$ cat src/rtl/if_stage.sv
// Instruction-fetch stage: owns PC_F, the single-outstanding imem handshake and the IF/ID register.
// Optional `IF_MISALIGN_FAULT_EN`: misaligned redirect raises sticky FETCH_FAULT and parks fetch.
//   state   | meaning
//   IDLE    | post-reset (or fault-parked); no request
//   REQ     | IMEM_REQ high on PC_F, waiting for grant
//   WAIT    | granted, waiting for the response
//   DISCARD | redirected after grant; drop the stale response
//   HOLD    | response captured while decode is stalled
module if_stage #(
    parameter logic [31:0] RESET_PC = 32'h0000_0000,
    parameter logic [31:0] NOP_INSN = 32'h0000_0013
) (
    input  logic        clk,
    input  logic        rst_n,
    input  logic        STALL_IF,
    input  logic        BRANCH_TAKEN,
    input  logic [31:0] BRANCH_TARGET,
    output logic        IMEM_REQ,
    output logic [31:0] IMEM_ADDR,
    input  logic        IMEM_GNT,
    input  logic        IMEM_RVALID,
    input  logic [31:0] IMEM_RDATA,
    output logic [31:0] PC_ID,
    output logic [31:0] INSTRUCTION_ID,
    output logic        VALID_ID
`ifdef IF_MISALIGN_FAULT_EN
    ,
    output logic        FETCH_FAULT
`endif
);

    typedef enum logic [2:0] {
        S_IDLE,
        S_REQ,
        S_WAIT,
        S_DISCARD,
        S_HOLD
    } state_t;

    state_t      state;
    logic        req_q;
    logic [31:0] pc_f;
    logic [31:0] hold_buf;
    logic [31:0] target;
    logic        deliver;
    logic [31:0] deliver_insn;

`ifdef IF_MISALIGN_FAULT_EN
    logic fault_q;
    logic fault_hit;

    assign target    = BRANCH_TARGET;
    assign fault_hit = BRANCH_TAKEN && (BRANCH_TARGET[1:0] != 2'b00);
    assign FETCH_FAULT = fault_q;

    always_ff @(posedge clk or negedge rst_n) begin
        if (!rst_n) begin
            fault_q <= 1'b0;
        end else if (fault_hit) begin
            fault_q <= 1'b1;
        end
    end
`else
    assign target = BRANCH_TARGET & 32'hFFFF_FFFC;
`endif

    assign IMEM_REQ  = req_q;
    assign IMEM_ADDR = pc_f;

    // A word reaches decode only on an edge with no flush and no stall.
    always_comb begin
        deliver      = 1'b0;
        deliver_insn = IMEM_RDATA;
        if (!BRANCH_TAKEN && !STALL_IF) begin
            if (state == S_WAIT && IMEM_RVALID) begin
                deliver = 1'b1;
            end else if (state == S_HOLD) begin
                deliver      = 1'b1;
                deliver_insn = hold_buf;
            end
        end
    end

    always_ff @(posedge clk or negedge rst_n) begin
        if (!rst_n) begin
            state    <= S_IDLE;
            req_q    <= 1'b0;
            pc_f     <= RESET_PC;
            hold_buf <= 32'h0;
`ifdef IF_MISALIGN_FAULT_EN
        end else if (fault_q || fault_hit) begin
            state <= S_IDLE;
            req_q <= 1'b0;
            if (fault_hit && !fault_q) begin
                pc_f <= target;
            end
`endif
        end else begin
            case (state)
                S_IDLE: begin
                    state <= S_REQ;
                    req_q <= 1'b1;
                    if (BRANCH_TAKEN) begin
                        pc_f <= target;
                    end
                end
                S_REQ: begin
                    if (BRANCH_TAKEN) begin
                        pc_f <= target;
                        if (IMEM_GNT) begin
                            state <= S_DISCARD;
                            req_q <= 1'b0;
                        end
                    end else if (IMEM_GNT) begin
                        state <= S_WAIT;
                        req_q <= 1'b0;
                    end
                end
                S_WAIT: begin
                    if (BRANCH_TAKEN) begin
                        pc_f <= target;
                        if (IMEM_RVALID) begin
                            state <= S_REQ;
                            req_q <= 1'b1;
                        end else begin
                            state <= S_DISCARD;
                        end
                    end else if (IMEM_RVALID) begin
                        if (STALL_IF) begin
                            hold_buf <= IMEM_RDATA;
                            state    <= S_HOLD;
                        end else begin
                            pc_f  <= pc_f + 32'd4;
                            state <= S_REQ;
                            req_q <= 1'b1;
                        end
                    end
                end
                S_DISCARD: begin
                    if (BRANCH_TAKEN) begin
                        pc_f <= target;
                    end
                    if (IMEM_RVALID) begin
                        state <= S_REQ;
                        req_q <= 1'b1;
                    end
                end
                S_HOLD: begin
                    if (BRANCH_TAKEN) begin
                        pc_f  <= target;
                        state <= S_REQ;
                        req_q <= 1'b1;
                    end else if (!STALL_IF) begin
                        pc_f  <= pc_f + 32'd4;
                        state <= S_REQ;
                        req_q <= 1'b1;
                    end
                end
                default: begin
                    state <= S_IDLE;
                    req_q <= 1'b0;
                end
            endcase
        end
    end

    // Flush beats stall; an idle edge inserts a bubble but keeps PC_ID.
    always_ff @(posedge clk or negedge rst_n) begin
        if (!rst_n) begin
            PC_ID          <= 32'h0;
            INSTRUCTION_ID <= NOP_INSN;
            VALID_ID       <= 1'b0;
        end else if (BRANCH_TAKEN) begin
            INSTRUCTION_ID <= NOP_INSN;
            VALID_ID       <= 1'b0;
        end else if (!STALL_IF) begin
            if (deliver) begin
                PC_ID          <= pc_f;
                INSTRUCTION_ID <= deliver_insn;
                VALID_ID       <= 1'b1;
            end else begin
                INSTRUCTION_ID <= NOP_INSN;
                VALID_ID       <= 1'b0;
            end
        end
    end

endmodule

$ cat config.mk
export PLATFORM = sky130hd
export DESIGN_NAME = if_stage
export DESIGN_NICKNAME = d
export VERILOG_FILES = /design/src/rtl/if_stage.sv
export SDC_FILE = /design/constraint.sdc
export NUM_CORES = 1
export LEC_CHECK = 0
export BUFFER_PORTS_ARGS = -buffer_cell sky130_fd_sc_hd__buf_2
export CORE_MARGIN = 1.5
export CORE_UTILIZATION = 53
export DETAILED_ROUTE_END_ITERATION = 10
export PLACE_DENSITY = 0.9
export SETUP_SLACK_MARGIN = 0.4
export SLEW_MARGIN = 40
export SYNTH_ARGS = -nofsm -noshare
export SYNTH_HDL_FRONTEND = slang
export SYNTH_SLANG_ARGS = --single-unit
export TNS_END_PERCENT = 20
$ cat constraint.sdc
create_clock -name clk -period 2.4 [get_ports clk]
set_clock_uncertainty 0.1 [all_clocks]
set_input_delay 0.48 -clock clk [delete_from_list [all_inputs] [get_ports clk]]
set_output_delay 0.48 -clock clk [all_outputs]
set_load 0.02 [all_outputs]
# After elaboration in Yosys (flattened, before gate mapping)
# Cells that the tools add are included.
# word_totals
ff_bits	133
# classes
addsub	1
eq_ne	10
mux	36
bitwise	2
reduce_logical	12
# ops
operator	n
32-bit two-way mux	11
32-bit one-hot mux with 3 select lines	1
32-bit by 3-bit adder with 32-bit output (second input constant)	1
3-bit two-way mux	9
3-bit one-hot mux with 5 select lines	1
1-bit two-way mux	12
4-bit AND reduction	2
3-bit by 2-bit == test with 1-bit output (second input constant)	2
3-bit != test (second input constant)	2
3-bit AND reduction	2
1-bit one-hot mux with 5 select lines	1
2-bit by 1-bit != test with 1-bit output (second input constant)	2
2-bit != test (second input constant)	2
3-bit by 1-bit == test with 1-bit output (second input constant)	1
3-bit == test (second input constant)	1
3-bit zero test	1
3-bit nonzero test	1
3-bit OR reduction	1
1-bit logical AND	2
1-bit zero test	2
2-bit two-way mux	1
1-bit NOT	2
2-bit AND reduction	1

# Longest topological paths before layout
# depth
word_depth	7
ltp_mapped	8
ltp_nobuf	6

# Least setup slack after synthesis
# No wires, ideal clock.
# synth_timing
kind	register -> register
start	register pc_f[2] (netlist: IMEM_ADDR[2])
end	register pc_f[22] (netlist: IMEM_ADDR[22])
arrival_time_ns	1.848
required_ns	2.220
slack_ns	0.372
stages_incl_launch_ff	8
n_path_buf	1
synth_period_minus_slack_ns	2.028
path_cell_list	dfrtp_1 ha_1 nand4_1 nor4_1 buf_2 nand4_1 a21oi_1 a2bb2oi_1
# synth_via
elab_chain_cells	5
word_cells_on_any_way	6
# synth_lines
item	line	text
start, declared	42	logic [31:0] pc_f;
start signal, assigned	104	pc_f <= target;
start signal, assigned	109	pc_f <= target;
start signal, assigned	121	pc_f <= target;
32-bit by 3-bit adder with 32-bit output (*)	133, 154	
32-bit two-way mux (*)	129, 153	
32-bit two-way mux	128	end else if (IMEM_RVALID) begin
32-bit two-way mux	120	if (BRANCH_TAKEN) begin
32-bit one-hot mux with 3 select lines (*)	99	case (state)
# Mark *: on every way between the ends. The rest lies on a longest branch, timed or not. The select of a mux whose other input is x is not followed.
# A chain may end at the register's enable or synchronous reset.

# Worst setup path after layout
# layout_timing
start	register pc_f[13] (netlist: IMEM_ADDR[13])
end	register pc_f[24] (netlist: IMEM_ADDR[24])
# The elaborated chain is that of the path after synthesis.

==> metrics.cfg <==
[setup_path]
critPathKind=flop to flop
crit_start=IMEM_ADDR[13]
start_kind=flop
path_buf_inv=2
cp_cell_sequence=nand4_1 > buf_4 > nor4_4 > buf_4 > and2_1 > a31oi_1 > o22a_1
r2r_cells=7
cp_slowest_stage_delay_ps=460
cp_slowest_cell=dfrtp_1
endpoint_kind=flop
worstReg2RegStart=IMEM_ADDR[13]
r2r_end=IMEM_ADDR[24]
worstSetupPathDepth=7
arrival_ps=2240
cp_max_fo=5
reg2reg_slack_ps=370
endpoint=IMEM_ADDR[24]
cp_common_cell=buf_4
cpLargestDelayFamily=simple AND/OR/NAND/NOR gates
crit_required_ps=2610

[placement]
dp_cells=839
port_buffers=161
gp_congestion=0.857
hpwl_um=10900

[global_route]
grt_pass1_vias=5671
grtUsageTotal_pct=28.9
grt_max_degree=53
grt_overflow=0
antenna_found_initial=0
grt_pass1_wl_um=28500

[timing]
maxSlewHeadroom_pct=59.3
final.min_clock_period_ps=2030
post-route-period-util_pct=84.7
report.final.slew_viol_count=0
hold_violations=0
rsz0062_at_grt=true
setup_viol=0
max_freq_mhz=492
tightest_slew_ps=609
tns_ps=0

[detailed_routing]
drt-vias-per-instance=6.17
drt_iter0_drc=553
antenna_left=0
drc=0
vias=5564
routedWlPerCell_um=20.2
wl_um=18200
dr.pass1.iters=5

[yosys]
synth-seq-cells=129
async_reset_ff_share_pct=100
synth_area_mm2=0.00626
synth_area_leaders=dfrtp_1 (50%), mux2_4 (7.2%), mux2_2 (5.8%), mux2i_1 (5.6%), nand2_1 (3.0%)
synth_edf_count=0
synth_top_area_share_pct=50.3
yosys.area.top_type=dfrtp_1
seq_area_frac_synth_pct=51.6
syn_avg_cell_area_um2=11.1
synth_cell_types=59
synthCells=562
ys.warnings.count=0
yosys_most_used_dff=dfrtp_1

[layout]
nets=817
drive_above_1_share_pct=44.4
instances_no_fill=902
area.growth.synth_to_final_pct=32.1
diodes=0

[floorplan]
start_util_pct=54.6
die_area_mm2=0.0125
core_area_mm2=0.0115
die_w_um=112
rows=39
die-height_um=112
ios=168

[pwr]
worst_ir_drop_vdd_mv=0.830
power.density_mw_per_mm2=1070
p_leak_nw=3.91

[clock_tree]
clk_path_buf_depth=2
cts_tree=done
clock-sinks=129
cts-root-buf=clkbuf_16
clk_pin_slew_ps=60
insertion_delay_ps=430
numCtsBuffers=17
htreeDepth=4

[min_path]
hold_path_class=input port to flop

[job]
maxCapViolations=0

[outcome]
outcome=complete, no violations

==> worst reg2reg max path, cell delays in order, from the launching register on <==
cell and delay (ps):
dfrtp_1 460, nand4_1 170, buf_4 200, nor4_4 290
buf_4 220, and2_1 170, a31oi_1 90, o22a_1 220
==> cell families (layout without fill, tap and decap cells) <==
| family | Yosys count | in the layout | share of synthesized area [%] |
|---|---|---|---|
| compound gates | 139 | 139 | 13.8 |
| fa+ha+maj | 1 | 1 | 0.200 |
| buf+inv | 53 | 247 | 4.29 |
| flops | 129 | 129 | 51.6 |
| mux | 98 | 98 | 18.7 |
| other cells | 1 | 4 | 0.0599 |
| simple gates | 141 | 141 | 11.3 |
==> how the worst min path moves through the flow <==
stage                   startpoint            end  slack [ps]  depth (start not counted)
floorplan                    rst_n  IMEM_ADDR[10]          80                          0
global placement             rst_n      PC_ID[16]         280                          1
detailed placement           rst_n      PC_ID[20]         290                          1
CTS                  IMEM_RDATA[4]    hold_buf[4]         180                          2
global route        IMEM_RDATA[10]   hold_buf[10]         190                          2
finish              IMEM_RDATA[23]   hold_buf[23]         200                          2
==> timing repair <==
action / 4_1_cts / 5_1_grt
pin swaps: 4 / 6
hold buffers: 1 / 0
buffers inserted: 11 / 14
endpoints found under the setup margin: 91 / 59
cloned: 2 / 3
gates resized for setup: 11 / 21
endpoints found under the hold margin: 30 / 0
==> power breakdown <==
part           internal, mW  switching [mW]
Combinational          1.39            1.58
Clock                  1.47           0.993
Sequential             2.84           0.560
Total                  5.70            3.13
==> placed cells by master (no fill, tap or decap), types with 10 or more instances in the layout <==
cell / n
nand2_1: 49
nand3_1: 11
nand4_1: 21
buf_2: 161
buf_4: 30
mux2_2: 32
o21ai_1: 29
dfrtp_2: 11
dfrtp_1: 115
o21ai_0: 20
mux2i_1: 35
a21oi_1: 35
o22ai_1: 10
mux2_4: 30
nor2_1: 19
clkbuf_16: 19
==> final cells by class <==
cell class / instances / area (um2)
sequential: 129 / 3250
clock buffer: 19 / 453
fill: 798 / 3190
multi-input combinational: 383 / 2890
inverter: 8 / 30.0
timing repair buffer: 207 / 1360
tap: 143 / 179
clock inverter: 13 / 113
==> per-stage QoR <==
| stage | setup slack [ps] | power, mW | hold slack, ps | cell area [um2] | utilization, % |
|---|---|---|---|---|---|
| finish | 367 | 8.83 | 197 | 8270 | 72.1 |
| global route | 330 | 9.22 | 195 | 8270 | 72.1 |
| CTS | 394 | 8.63 | 183 | 8030 | 70.0 |
| detailed placement | 84.7 | 6.03 | 286 | 7250 | 63.2 |
| global placement | 154 | 5.87 | 283 | 7240 | 63.2 |
| floorplan | 429 | 5.11 | 84.4 | 6280 | - |
==> synthesized netlist by cell type (all sizes together), types with 4 or more instances <==
cell / instances
a21oi: 36
a2bb2oi: 9
a31oi: 5
and2: 5
and3: 8
buf: 27
clkbuf: 18
dfrtp: 126
inv: 8
mux2: 63
mux2i: 35
nand2: 51
nand2b: 5
nand3: 12
nand4: 21
nor2: 20
nor3: 6
nor4: 4
o21ai: 49
o22a: 5
o22ai: 10
==> sequential cells by signal, summed over array words and instances (netlist names) <==
register        count
hold_buf           32
VALID_ID            1
state               3
INSTRUCTION_ID     32
IMEM_ADDR          30
PC_ID              30
IMEM_REQ            1
==> layer usage <==
layer	vias to the layer above	track usage [%]	part of all wire (%)
met1	2726	33.9	37
met3	84	9.09	8.7
met2	343	48.9	51
met5	-	0	0
met4	0	12.7	3.4
li1	2411	-	-
Note: power is estimated with default switching activity, not from simulation.
